===== src/rtl/vector_store_unit_pkg.sv =====
// Shared definitions for the vector load/store paths: vector geometry,
// the store FSM state type and the lane-select helper.
package vector_store_unit_pkg;

    localparam int LANE_W = 16;
    localparam int LANES  = 16;
    localparam int VEC_W  = LANES * LANE_W;
    localparam int IDX_W  = $clog2(LANES);

    typedef enum logic [1:0] {
        IDLE  = 2'd0,
        WRITE = 2'd1,
        DONE  = 2'd2
    } state_t;

    // Lane i occupies bits [LANE_W*i +: LANE_W] of the packed vector.
    function automatic logic [LANE_W-1:0] lane_sel(input logic [VEC_W-1:0] vec,
                                                   input logic [IDX_W-1:0] idx);
        return vec[idx*LANE_W +: LANE_W];
    endfunction

endpackage


===== src/rtl/vector_store_unit.sv =====
// Serializes one latched 256-bit vector onto the 16-bit data memory port,
// one lane per accepted write, lane 0 first, with per-lane write masking.
module vector_store_unit #(
    parameter int LANES  = 16,
    parameter int LANE_W = 16,
    parameter int ADDR_W = 16
) (
    input  logic                    clk,
    input  logic                    rst_n,
    input  logic                    start,
    input  logic [ADDR_W-1:0]       base_addr,
    input  logic [LANES*LANE_W-1:0] vec_data,
    input  logic [LANES-1:0]        lane_mask,
    input  logic                    mem_ready,
    output logic                    mem_we,
    output logic [ADDR_W-1:0]       mem_addr,
    output logic [LANE_W-1:0]       mem_wdata,
    output logic                    busy,
    output logic                    done
);
    import vector_store_unit_pkg::*;

    localparam int              CNT_W = $clog2(LANES);
    localparam logic [CNT_W-1:0] LAST = CNT_W'(LANES - 1);

    state_t                  state, state_nx;
    logic [CNT_W-1:0]        idx, idx_nx;
    logic                    load;
    logic [ADDR_W-1:0]       base_p0;
    logic [LANES*LANE_W-1:0] vec_p0;
    logic [LANES-1:0]        mask_p0;

    always_ff @(posedge clk) begin
        if (!rst_n) begin
            state <= IDLE;
            idx   <= '0;
        end else begin
            state <= state_nx;
            idx   <= idx_nx;
        end
    end

    // Captured operands: only meaningful once WRITE is entered, so no reset.
    always_ff @(posedge clk) begin
        if (load) begin
            base_p0 <= base_addr;
            vec_p0  <= vec_data;
            mask_p0 <= lane_mask;
        end
    end

    always_comb begin
        state_nx  = state;
        idx_nx    = idx;
        load      = 1'b0;
        mem_we    = 1'b0;
        mem_addr  = '0;
        mem_wdata = '0;
        busy      = 1'b0;
        done      = 1'b0;
        case (state)
            IDLE: begin
                if (start) begin
                    load     = 1'b1;
                    idx_nx   = '0;
                    state_nx = WRITE;
                end
            end
            WRITE: begin
                busy      = 1'b1;
                mem_addr  = base_p0 + {{(ADDR_W-CNT_W){1'b0}}, idx};
                mem_wdata = lane_sel(vec_p0, idx);
                mem_we    = mask_p0[idx];
                // A masked lane never waits on mem_ready; a live one waits for acceptance.
                if (!mask_p0[idx] || mem_ready) begin
                    idx_nx = idx + CNT_W'(1);
                    if (idx == LAST)
                        state_nx = DONE;
                end
            end
            DONE: begin
                done     = 1'b1;
                state_nx = IDLE;
            end
            default: state_nx = IDLE;
        endcase
    end

endmodule


===== config.mk =====
export PLATFORM = sky130hd
export DESIGN_NAME = vector_store_unit
export DESIGN_NICKNAME = d
export VERILOG_FILES = /design/src/rtl/vector_store_unit_pkg.sv /design/src/rtl/vector_store_unit.sv
export SDC_FILE = /design/constraint.sdc
export NUM_CORES = 1
export LEC_CHECK = 0
export ABC_CLOCK_PERIOD_IN_PS = 37700
export BUFFER_PORTS_ARGS = -buffer_cell sky130_fd_sc_hd__buf_2
export CAP_MARGIN = 10
export CORE_MARGIN = 4
export CORE_UTILIZATION = 56
export CTS_CLUSTER_DIAMETER = 120
export DETAILED_ROUTE_END_ITERATION = 8
export PLACE_DENSITY_LB_ADDON = 0.05
export SYNTH_ARGS = -nofsm -noshare
export SYNTH_HDL_FRONTEND = slang
export SYNTH_SLANG_ARGS = --single-unit

===== constraint.sdc =====
create_clock -name clk -period 37.7 [get_ports clk]
set_input_delay 1.885 -clock clk [delete_from_list [all_inputs] [get_ports clk]]
set_output_delay 1.885 -clock clk [all_outputs]
set_load 0.02 [all_outputs]

==> impl_metrics.tcl <==
set metrics [dict create \
    crit_arrival_ps 3880 \
    clock_sinks 294 \
    hp-class "reg -> reg" \
    peakVddDrop_mv 0.0428 \
    antenna_found_initial 13 \
    syn_area_um2 11700 \
    grt_use_met3_pct 5.74 \
    async_reset_ff_share_pct 0 \
    cts_hold_buf 0 \
    met1_usage_pct 27.3 \
    via_per_inst 5.53 \
    synth_nets 838 \
    ys.warnings.count 0 \
    crit_family "buffers and inverters" \
    synth_cell_types 45 \
    chipWidth_um 152 \
    clkLatencyLatePin_ps 550 \
    die-area_um2 23200 \
    cts_setup_buffers 0 \
    grt_overflow 0 \
    hold_viol_final 0 \
    nFillCells 1318 \
    firstDrtPassIters 5 \
    cellPowerDensity_nw_per_um2 51.2 \
    clk_pin_slew_ps 60 \
    cts_tree "built" \
    leakagePower_nw 5.43 \
    htreeDepth 1 \
    drcViolationCount 0 \
    slew_violations 0 \
    num_rows 52 \
    final.min_clock_period_ps 5760 \
    crit_buf_inv 3 \
    vias 6512 \
    cts-buffers-inserted 30 \
    drive_gt1_share_pct 52.1 \
    core_um2 20400 \
    grt_usage_pct 22.0 \
    final.period_utilization_pct 15.3 \
    cp.required_ps 35810 \
    final_common_cell "buf_2" \
    fin_worst_skew_ps 18.9 \
    crit_chain "buf_4, ha_1, inv_1, fa_1, nor2b_1, o21a_1, o2111ai_1, xor2_1, nor2_1, buf_2" \
    ios 327 \
    end_kind "output pin" \
    ant_nets 0 \
    crit_slowest_cell "buf_4" \
    numPortBuffers 326 \
    gp_congestion 0.807 \
    layout_setup_ws_ps 31940 \
    fin_util_pct 71.4 \
    ys_seq_elements 294 \
    netlist_instances 540 \
    synth-edff-count 288 \
    start_util_pct 57.3 \
    worstMarginPinSlew_ps 1100 \
    final_cell_mix "buf_2, edfxtp_1, mux4_2" \
    startpoint_type "flip-flop" \
    grt_pass1_vias 7127 \
    slowest_delay_ps 830 \
    fmax_ghz 0.174 \
    grt_start_max_net_pins 82 \
    finalSetupViolations 0 \
    area_growth_pct 24.8 \
    status "finished clean" \
    rsz0062_at_grt "false" \
    wl_per_cell_um 22.2 \
    cts_resized 0 \
    path_class "reg -> out" \
    max-cap-violations 0 \
    clockRootBuffer "clkbuf_16" \
    wl_mm 26.1 \
    grt_util_met2_pct 38.8 \
    grt_pass1_wl_mm 39.4 \
    final-instance-count-excl-fill 1178 \
    tns_ps 0 \
    dp.cells 1114 \
    clk_path_buf_depth 3 \
    die_h_um 152 \
    synth_area_per_cell_um2 21.6 \
    drt_iter0_markers 424 \
    nNetsFinal 1174 \
    critPathMaxFanout 50 \
    yosysSeqAreaShare_pct 75.2 \
    place_hpwl_mm 18.0 \
    synth_flop_cell "edfxtp_1" \
    pre_cts_slack_ps 32420 \
    total_power_mw 0.745 \
    top_usage_layer "met2" \
    max_slew_margin_pct 26.7 \
]
==> cell usage after synthesis (all sizes together) (2+ instances only) <==
master,number,area [µm²]
a21o,2,15.0
a21oi,8,40.0
and2,20,125
and3,3,18.8
buf,18,134
clkbuf,10,37.5
dfxtp,6,120
edfxtp,288,8650
ha,5,62.6
inv,8,30.0
mux2,2,22.5
mux2i,5,50.1
mux4,81,1820
nand2,7,26.3
nand2b,4,25.0
nand3,6,30.0
nor2,19,71.3
nor2b,4,25.0
nor3,2,10.0
o2111ai,3,26.3
o211ai,3,22.5
o21ai,2,10.0
o311ai,2,17.5
o31ai,7,52.6
or4,5,37.5
xnor2,2,17.5
xor2,5,43.8
==> metal layers <==
layer	vias up	share of wire, %
li1	2953	-
met1	3206	36
met2	291	53
met3	54	8.3
met4	8	2.3
met5	-	0.22
==> logic make-up (layout without fill, tap and decap cells) <==
group	count (synthesis)	count (layout)	synth area share, %
AO/OA/AOI/OAI	35	35	2.19
XOR/XNOR	7	7	0.526
flip-flops	294	294	75.2
buffers and inverters	36	395	1.73
other	0	9	0
adder cells (fa/ha/maj)	6	6	0.708
multiplexers	88	88	16.3
AND/OR/NAND/NOR	74	74	3.40
==> worst reg2reg max path, stage by stage, from the launching register on <==
cell	delay [ps]
dfxtp_4	710
buf_4	830
mux4_2	660
nor2_1	230
or4_1	180
nand4_1	180
o31ai_1	290
==> through the flow <==
| step | hold WS (ps) | area [µm²] |
|---|---|---|
| after floorplan | 535 | 11700 |
| after global placement | 643 | 13500 |
| after detailed placement | 641 | 13500 |
| after CTS | 656 | 14500 |
| after global routing | 702 | 14600 |
| final | 653 | 14600 |
==> where the power goes <==
part | switching (mW) | internal, mW
clock network | 0.119 | 0.179
logic | 0.0273 | 0.0292
registers | 0.00700 | 0.384
total | 0.154 | 0.591
==> sequential cells by signal, summed over array words and instances (netlist names) <==
register and count:
idx 4, mask_p0 16, base_p0 16, vec_p0 256
state 2
==> path summary, 6_finish.rpt <==
check	startpoint	end	slack (ps)	depth (start not counted)
max reg2reg	idx[0]	idx[3]	34530	6
min	state[1]	idx[2]	650	2
min reg2reg	state[1]	idx[2]	650	2
max	idx[0]	mem_addr[10]	31940	10
==> cell type report <==
class,instances,area (µm²),area share [%]
antenna,9,22.5,0.155
clock buffer,30,751,5.16
clock inverter,25,255,1.75
inverter,8,30.0,0.206
multi-input combinational,210,2700,18.6
sequential,294,8780,60.3
tap,270,338,2.32
timing repair buffer,332,1680,11.5
Note: power is estimated with default switching activity, not from simulation.
